==> src/rtl/pitch_tracker.sv <==
// pitch_tracker
//   Estimates the fundamental period of an offset-binary audio stream. A
//   three-state level detector with hysteresis turns samples into LOW/HIGH
//   levels. Every LOW->HIGH change is a crossing. The number of valid samples
//   between successive crossings is one period. 2^AVG_LOG2 consecutive periods
//   are averaged into period_out.
//
// Ports
//   clk           single clock, rising edge
//   rst           synchronous active-high reset
//   sample_valid  one-cycle strobe qualifying sample
//   sample        unsigned offset-binary sample, BITDEPTH bits
//   period_out    averaged period in sample_valid strobes (registered)
//   period_valid  one-cycle pulse when period_out updates
//   locked        high while a valid averaged period is held
//   timeout       one-cycle pulse when the period counter saturates
module pitch_tracker #(
    parameter int BITDEPTH    = 14,
    parameter int HYST        = 256,
    parameter int PERIOD_BITS = 16,
    parameter int AVG_LOG2    = 2
) (
    input  logic                   clk,
    input  logic                   rst,
    input  logic                   sample_valid,
    input  logic [BITDEPTH-1:0]    sample,
    output logic [PERIOD_BITS-1:0] period_out,
    output logic                   period_valid,
    output logic                   locked,
    output logic                   timeout
);

    localparam int MID   = (1 << (BITDEPTH - 1)) - 1;
    localparam int ACC_W = PERIOD_BITS + AVG_LOG2;
    // The index needs at least one bit even when no averaging is done.
    localparam int IDX_W = (AVG_LOG2 > 0) ? AVG_LOG2 : 1;

    localparam logic [BITDEPTH-1:0]    HI_TH    = BITDEPTH'(MID + HYST);
    localparam logic [BITDEPTH-1:0]    LO_TH    = BITDEPTH'(MID - HYST);
    localparam logic [IDX_W-1:0]       IDX_LAST = IDX_W'((1 << AVG_LOG2) - 1);
    localparam logic [IDX_W-1:0]       IDX_ONE  = IDX_W'(1);
    localparam logic [PERIOD_BITS-1:0] CNT_ONE  = PERIOD_BITS'(1);
    localparam logic [PERIOD_BITS-1:0] CNT_MAX  = {PERIOD_BITS{1'b1}};
    localparam logic [PERIOD_BITS-1:0] CNT_NEAR = {{(PERIOD_BITS-1){1'b1}}, 1'b0};

    typedef enum logic [1:0] {
        ST_UNKNOWN = 2'd0,
        ST_LOW     = 2'd1,
        ST_HIGH    = 2'd2
    } level_t;

    level_t                 state_r;
    logic                   have_ref_r;
    logic [PERIOD_BITS-1:0] count_r;
    logic [ACC_W-1:0]       acc_r;
    logic [IDX_W-1:0]       idx_r;

    logic                   is_high_s;
    logic                   is_low_s;
    logic                   crossing_s;
    logic [ACC_W-1:0]       sum_s;
    logic [PERIOD_BITS-1:0] avg_s;

    // Threshold compare, crossing detect and running sum including the current period.
    always_comb begin
        is_high_s  = 1'b0;
        is_low_s   = 1'b0;
        crossing_s = 1'b0;
        sum_s      = acc_r + ACC_W'(count_r);
        avg_s      = PERIOD_BITS'(sum_s >> AVG_LOG2);
        if (sample >= HI_TH) begin
            is_high_s = 1'b1;
        end else begin
            is_high_s = 1'b0;
        end
        if (sample <= LO_TH) begin
            is_low_s = 1'b1;
        end else begin
            is_low_s = 1'b0;
        end
        if (sample_valid && (state_r == ST_LOW) && is_high_s) begin
            crossing_s = 1'b1;
        end else begin
            crossing_s = 1'b0;
        end
    end

    // Level FSM: UNKNOWN waits for a first low sample so a wave caught mid-high
    // never produces a crossing; samples inside the band keep the current level.
    always_ff @(posedge clk) begin
        if (rst) begin
            state_r <= ST_UNKNOWN;
        end else if (sample_valid) begin
            case (state_r)
                ST_UNKNOWN: begin
                    if (is_low_s) begin
                        state_r <= ST_LOW;
                    end
                end
                ST_LOW: begin
                    if (is_high_s) begin
                        state_r <= ST_HIGH;
                    end
                end
                ST_HIGH: begin
                    if (is_low_s) begin
                        state_r <= ST_LOW;
                    end
                end
                default: begin
                    state_r <= ST_UNKNOWN;
                end
            endcase
        end
    end

    // Period counting, averaging, output update and saturation handling.
    always_ff @(posedge clk) begin
        if (rst) begin
            have_ref_r   <= 1'b0;
            count_r      <= '0;
            acc_r        <= '0;
            idx_r        <= '0;
            period_out   <= '0;
            period_valid <= 1'b0;
            locked       <= 1'b0;
            timeout      <= 1'b0;
        end else begin
            period_valid <= 1'b0;
            timeout      <= 1'b0;
            if (sample_valid) begin
                if (crossing_s) begin
                    // The count before reload is the just-finished period.
                    count_r    <= CNT_ONE;
                    have_ref_r <= 1'b1;
                    if (have_ref_r) begin
                        if (idx_r == IDX_LAST) begin
                            period_out   <= avg_s;
                            period_valid <= 1'b1;
                            locked       <= 1'b1;
                            acc_r        <= '0;
                            idx_r        <= '0;
                        end else begin
                            acc_r <= sum_s;
                            idx_r <= idx_r + IDX_ONE;
                        end
                    end
                end else if (have_ref_r) begin
                    if (count_r == CNT_NEAR) begin
                        // Saturate; clearing have_ref stops further counting,
                        // so timeout fires only once and the next crossing
                        // restarts measurement from scratch.
                        count_r    <= CNT_MAX;
                        timeout    <= 1'b1;
                        have_ref_r <= 1'b0;
                        locked     <= 1'b0;
                        acc_r      <= '0;
                        idx_r      <= '0;
                    end else begin
                        count_r <= count_r + CNT_ONE;
                    end
                end
            end
        end
    end

endmodule

==> config.mk <==
export PLATFORM = sky130hd
export DESIGN_NAME = pitch_tracker
export DESIGN_NICKNAME = d
export VERILOG_FILES = /design/src/rtl/pitch_tracker.sv
export SDC_FILE = /design/constraint.sdc
export NUM_CORES = 1
export LEC_CHECK = 0
export ABC_CLOCK_PERIOD_IN_PS = 5500
export BUFFER_PORTS_ARGS = -buffer_cell sky130_fd_sc_hd__buf_2
export CAP_MARGIN = 30
export CORE_UTILIZATION = 60
export CTS_CLUSTER_DIAMETER = 80
export DETAILED_ROUTE_END_ITERATION = 8
export PLACE_DENSITY = 0.81
export SYNTH_ARGS = -nofsm -noshare
export SYNTH_HDL_FRONTEND = slang
export SYNTH_SLANG_ARGS = --single-unit
==> constraint.sdc <==
create_clock -name clk -period 5.5 [get_ports clk]
set_clock_uncertainty 0.1 [all_clocks]
set_input_delay 0.275 -clock clk [delete_from_list [all_inputs] [get_ports clk]]
set_output_delay 0.275 -clock clk [all_outputs]
set_load 0.005 [all_outputs]
==> results.ini, run 1 <==
[run_status]
run_status=completed

[finish]
nets=448
fin_area_um2=3570
multi_input_area_um2=1950
drive_gt1_frac=0.149
num_antenna_cells=0
area_delta_synth_final_pct=10.2
fill_cells=435
seqCellArea_um2=1160

[logic_synthesis]
synth_area_leader_cell=dfxtp_1
avgSynthCellArea_um2=8.46
syn_nets=420
synth_cells=383
synth_edf_count=0
synth-async-reset-ratio=0
ys_ff_latch=58
synth_warnings=0
ys_types=61
netlist.area_leader.share=0.358
yosysSeqAreaShare=0.358
ys.flop_type=dfxtp_1
syn_area_um2=3240
synth_area_leaders=dfxtp_1 (36%), ha_1 (7.3%), a21oi_1 (6.0%)

[grt]
overflow=0
grt_pass1_wl_mm=11.8
antenna_found_initial=0
grt_pass1_vias=2587
grt_max_degree=37
gr-usage-all-layers=0.278

[die]
die_h_um=75.5
die_w_um=75.5
ios=36
start_util=0.631
rows=26
core_area_um2=5140
dieArea_um2=5700

[route]
vias=2918
firstDrtPassIters=6
drc_errors=0
antenna_left=0
drt_iter0_markers=165
avgRoutedWirePerCell_um=14.9
via_per_inst=6.00
wirelength_mm=7.23

[worst_setup_path]
cp_slowest_cell=fa_1
rr_endpoint=period_out[14]
crit_fanout=9
cp.required_ns=5.63
cp.arrival_ns=2.86
criticalPathCategory=reg -> reg
critPathLaunchType=flip-flop
reg2reg_depth=9
cp_cell_sequence=ha_1 -> fa_1 -> a211oi_1 -> o21bai_1 -> a21oi_1 -> o31ai_1 -> a31oi_1 -> nor4_1 -> a211o_1
cpLargestDelayFamily=compound AO/OA/AOI/OAI gates
max_stage_delay_ns=0.42
worstSetupEndpointType=flip-flop
worst-path-buf-inv=0
rr_startpoint=count_r[0]
r2r_slack_ns=2.77

[clock_network]
cts_made_buffers=9
cts_resized=0
insertion_delay_ns=0.33
cts_tree=built
clock_sinks=58
post_cts_buffers=0
clkTransAtPathRegs_ns=0.07
cts-htree-levels=3
postCtsHoldBufs=0
clock_path_buffers=2
cts_root_buffer=clkbuf_8

[worst_hold_path]
hp-class=in -> reg
hold_path_depth=4
hold_end=have_ref_r
min_from=sample_valid

[power_and_ir_drop]
swShare=0.222
max-vdd-ir-drop_mv=0.184
p_seq_frac=0.523
p_int_mw=0.629
clkPwrFrac=0.446
power_density_nw_per_um2=227
finalPower_mw=0.809
p_sw_mw=0.180
p_comb_frac=0.031
p_leak_nw=1.52

[placement]
gp_congestion=0.891
dp_hpwl_mm=5.19
numPortBuffers=35
postPlaceCellArea_um2=3390

[sta]
setup_viol=0
worst_pin_slew_ns=0.880
finalCritPeriodShare=0.497
final-hold-violation-count=0
drv_slew=0
final.setup.tns_ns=0
grt_setup_unrepaired=no
fin_crit_ns=2.73
max_freq_ghz=0.366
slew_headroom=0.412

[job]
max-cap-violations=0

==> how the worst max path moves through the flow <==
stage,slack [ns],to,cells after the start,from
2_1_floorplan,3.08,period_out[14],9,count_r[0]
3_3_place_gp,2.86,period_out[14],9,count_r[0]
3_5_place_dp,2.81,period_out[14],9,count_r[0]
4_1_cts,2.79,period_out[14],9,count_r[0]
5_1_grt,2.52,period_out[14],9,count_r[0]
6_report,2.77,period_out[14],9,count_r[0]
==> worst min-delay path, cell delays in order <==
cell and delay, ns:
buf_2 0.14, nand2_1 0.07, nand2_1 0.06, a21oi_1 0.05
==> cells by family after synthesis <==
family                   count (synthesis)  share of synthesized area
buffers and inverters                   23                     0.0413
flip-flops                              58                      0.358
adder cells (fa/ha/maj)                 20                     0.0795
AND/OR/NAND/NOR                        145                      0.231
multiplexers                             2                    0.00618
AO/OA/AOI/OAI                          123                      0.252
XOR/XNOR                                12                     0.0324
==> state kept, by name, indices dropped and copies added (netlist names) <==
name          flops
acc_r            18
count_r          16
period_out       16
idx_r             2
state_r           2
have_ref_r        1
locked            1
period_valid      1
timeout           1
==> power groups by stage <==
stage          sequential, mW  combinational, mW  clock, mW
6_report                0.423             0.0248      0.361
5_1_grt                 0.423             0.0274      0.386
4_1_cts                 0.423             0.0249      0.364
3_5_place_dp            0.432             0.0249          0
3_3_place_gp            0.432             0.0242          0
2_1_floorplan           0.432             0.0173          0
==> metrics by stage <==
stage | setup slack (ns) | instances | hold WS [ns] | utilization
after floorplan | 3.08 | 383 | 0.329 | -
after CTS | 2.79 | 486 | 0.210 | 0.695
after detailed placement | 2.81 | 470 | 0.345 | 0.659
after global routing | 2.52 | 486 | 0.252 | 0.695
after global placement | 2.86 | 470 | 0.337 | 0.659
final | 2.77 | 486 | 0.218 | 0.695
==> cell type report <==
class	count	share of cell area
clock buffers	14	0.0483
clock inverters	2	0.00280
inverters	5	0.00525
multi-input cells	302	0.545
flip-flops and latches	58	0.325
well taps	70	0.0245
repair buffers	35	0.0490
==> cells in the mapped netlist (2+ instances only) <==
cell / number
nand2b_1: 4
xor2_1: 6
nand2_1: 47
a22o_1: 11
o21ai_0: 23
a21o_1: 10
a211oi_1: 7
a211oi_2: 2
o211ai_1: 3
nand3b_1: 7
and4_1: 2
a211o_1: 4
or3_1: 3
nand3_2: 2
buf_4: 2
and3_1: 9
nand4_1: 5
buf_6: 5
dfxtp_1: 58
nor4_1: 2
xnor2_1: 6
and2_1: 5
mux2i_1: 2
nor2_1: 28
ha_1: 19
o31ai_1: 3
a311oi_1: 4
a31oi_1: 4
inv_1: 5
a21oi_1: 39
nand3_1: 13
nor3_2: 2
nor3_1: 5
clkbuf_1: 8
o21bai_1: 2
==> metal layers <==
| metal | part of all wire | wire length [µm] | GRT usage | vias to the layer above |
|---|---|---|---|---|
| met2 | 0.47 | 3420 | 0.457 | 76 |
| met5 | 0 | 0 | 0 | - |
| met1 | 0.47 | 3390 | 0.356 | 1367 |
| met4 | 0.015 | 108 | 0.119 | 0 |
| li1 | - | - | - | 1465 |
| met3 | 0.042 | 304 | 0.0529 | 10 |
==> placed cells by master (no fill, tap or decap), drive strengths merged, types with 2 or more instances in the layout <==
cell	n
a211o	4
a211oi	9
a21o	10
a21oi	40
a22o	11
a311oi	4
a31oi	4
and2	5
and3	9
and4	2
buf	35
clkbuf	14
clkinv	2
dfxtp	58
ha	19
inv	5
mux2i	2
nand2	47
nand2b	4
nand3	15
nand3b	7
nand4	5
nor2	30
nor3	7
nor4	2
o211ai	3
o21ai	23
o21bai	2
o311ai	2
o31ai	3
or3	3
or4	2
xnor2	6
xor2	6
No activity file was read; power rests on OpenSTA's default activity.
==> run 2, diff against run 1 <==
- ABC_CLOCK_PERIOD_IN_PS: 5500 -> 2600
- CORE_UTILIZATION: 60 -> 59
- PLACE_DENSITY: 0.81 -> 0.8
- clock period: 5.5 -> 2.6 ns (I/O delays scaled with it)
==> results.ini, run 2 (same netlist as run 1, synthesis figures left out) <==
[run_status]
run_status=completed  ; unchanged

[worst_setup_path]
reg2reg_depth=9  ; unchanged
criticalPathCategory=reg -> reg  ; unchanged
rr_startpoint=count_r[0]  ; unchanged
cp.required_ns=2.73  ; was 5.63 ns
crit_fanout=4  ; was 9
crit_cells=9  ; unchanged
worstSetupEndpointType=flip-flop  ; unchanged
startpoint=count_r[0]  ; unchanged
max_stage_delay_ns=0.40  ; was 0.42 ns
cpLargestDelayFamily=compound AO/OA/AOI/OAI gates  ; unchanged
cp_cell_sequence=ha_1 -> fa_1 -> a211oi_2 -> o21bai_1 -> a21oi_2 -> o31ai_2 -> a31oi_2 -> nor4_1 -> a211o_1  ; was ha_1 -> fa_1 -> a211oi_1 -> o21bai_1 -> a21oi_1 -> o31ai_1 -> a31oi_1 -> nor4_1 -> a211o_1
worstSetupEndpoint=period_out[14]  ; unchanged
worst-path-buf-inv=0  ; unchanged
cp_slowest_cell=fa_1  ; unchanged
critPathLaunchType=flip-flop  ; unchanged
cp.arrival_ns=2.56  ; was 2.86 ns
r2r_slack_ns=0.18  ; was 2.77 ns
rr_endpoint=period_out[14]  ; unchanged

[power_and_ir_drop]
finalPower_mw=1.73  ; was 0.809 mW
p_comb_frac=0.033  ; was 0.031
p_int_mw=1.33  ; was 0.629 mW
max-vdd-ir-drop_mv=0.371  ; was 0.184 mV
p_sw_mw=0.393  ; was 0.180 mW
p_seq_frac=0.518  ; was 0.523
p_leak_nw=1.58  ; was 1.52 nW
power_density_nw_per_um2=468  ; was 227 nW/µm²
swShare=0.228  ; was 0.222
clkPwrFrac=0.449  ; was 0.446

[finish]
fill_cells=427  ; was 435
area_delta_synth_final_pct=13.8  ; was 10.2%
final_cell_mix=dfxtp_1 (58), nand2_1 (47), a21oi_1 (38)  ; was dfxtp_1 (58), nand2_1 (47), a21oi_1 (39)
multi_input_area_um2=1970  ; was 1950 µm²
max_flop_register=acc_r  ; unchanged
seqCellArea_um2=1160  ; unchanged
fin_area_um2=3690  ; was 3570 µm²
reg_top3=acc_r (18), count_r (16), period_out (16)  ; unchanged
num_antenna_cells=0  ; unchanged
layout_commonest_cell=dfxtp_1  ; unchanged
drive_gt1_frac=0.185  ; was 0.149
largest_reg_flops=18  ; unchanged
nets=460  ; was 448

[sta]
finalCritPeriodShare=0.932  ; was 0.497
worst_pin_slew_ns=0.666  ; was 0.880 ns
fin_crit_ns=2.42  ; was 2.73 ns
slew_headroom=0.556  ; was 0.412
grt_setup_unrepaired=yes  ; was no
drv_slew=0  ; unchanged
setup_viol=0  ; unchanged
final-hold-violation-count=0  ; unchanged
setup_slack_ns=0.176  ; was 2.77 ns
max_freq_ghz=0.413  ; was 0.366 GHz
final.setup.tns_ns=0  ; unchanged

[worst_hold_path]
hp-class=in -> reg  ; unchanged

[die]
dieArea_um2=5800  ; was 5700 µm²
ios=36  ; unchanged
die_w_um=76.1  ; was 75.5 µm
core_area_um2=5200  ; was 5140 µm²
start_util=0.623  ; was 0.631
die_h_um=76.1  ; was 75.5 µm
rows=26  ; unchanged

[grt]
overflow=0  ; unchanged
grt-busiest-layer=met2  ; unchanged
grt_pass1_wl_mm=13.0  ; was 11.8 mm
antenna_found_initial=0  ; unchanged
grt_max_degree=37  ; unchanged
gr-usage-all-layers=0.282  ; was 0.278
grtUsageMet2=0.452  ; was 0.457
grt_pass1_vias=2802  ; was 2587
use_met3=0.0635  ; was 0.0529
use_met1=0.368  ; was 0.356

[route]
avgRoutedWirePerCell_um=15.2  ; was 14.9 µm
drc_errors=0  ; unchanged
antenna_left=0  ; unchanged
wirelength_mm=7.58  ; was 7.23 mm
vias=2985  ; was 2918
via_per_inst=5.99  ; was 6.00
firstDrtPassIters=5  ; was 6
drt_iter0_markers=272  ; was 165

[clock_network]
cts_resized=0  ; unchanged
cts_tree=built  ; unchanged
cts_made_buffers=9  ; unchanged
postCtsHoldBufs=0  ; unchanged
cts_root_buffer=clkbuf_8  ; unchanged
clkTransAtPathRegs_ns=0.07  ; about the same
post_cts_buffers=0  ; unchanged
insertion_delay_ns=0.34  ; was 0.33 ns
clock_path_buffers=2  ; unchanged
clock_sinks=58  ; unchanged
cts-htree-levels=3  ; unchanged

[placement]
pre_cts_slack_ns=0.0812  ; was 2.81 ns
postPlaceCellArea_um2=3480  ; was 3390 µm²
dp_hpwl_mm=5.39  ; was 5.19 mm
numPortBuffers=35  ; unchanged
gp_congestion=0.858  ; was 0.891

[job]
max-cap-violations=0  ; unchanged

[run 2: worst min-delay path by stage]
stage                   start             end  slack [ns]  cells after the start
2_1_floorplan    sample_valid      have_ref_r        0.21                      3
4_1_cts          sample_valid      have_ref_r        0.05                      4
6_report         sample_valid      have_ref_r        0.06                      4
3_3_place_gp   period_out[11]  period_out[11]        0.34                      2
5_1_grt          sample_valid      state_r[1]        0.07                      3
3_5_place_dp   period_out[11]  period_out[11]        0.34                      2
[run 2: layout make-up]
type,instances,area share
Inverter,5,0.00509
Sequential cell,58,0.315
Clock inverter,2,0.00271
Tap cell,70,0.0237
Multi-Input combinational cell,302,0.535
Clock buffer,14,0.0468
Timing Repair Buffer,47,0.0719
[run 2: power by group through the flow]
stage	registers [mW]	logic (mW)	clock network [mW]
6_report	0.894	0.0572	0.776
5_1_grt	0.893	0.0638	0.822
4_1_cts	0.894	0.0573	0.784
3_5_place_dp	0.913	0.0572	0
3_3_place_gp	0.913	0.0552	0
2_1_floorplan	0.914	0.0366	0
[run 2: worst register-to-register path, stage by stage (launching register included)]
cell and delay [ns]:
dfxtp_1 0.32, ha_1 0.23, fa_1 0.40, a211oi_2 0.23, o21bai_1 0.13, a21oi_2 0.18, o31ai_2 0.11, a31oi_2 0.29
nor4_1 0.08, a211o_1 0.25
[run 2: per-stage QoR]
stage	hold slack, ns	util	std cells
after floorplan	0.215	-	383
after global placement	0.337	0.669	482
after detailed placement	0.343	0.669	482
after CTS	0.0471	0.704	498
after global routing	0.0719	0.709	498
final	0.0552	0.709	498
[run 2: layer usage]
metal,part of all wire,wire length (µm)
met5,0,0
met4,0.019,146
met3,0.057,433
met2,0.46,3490
met1,0.46,3500
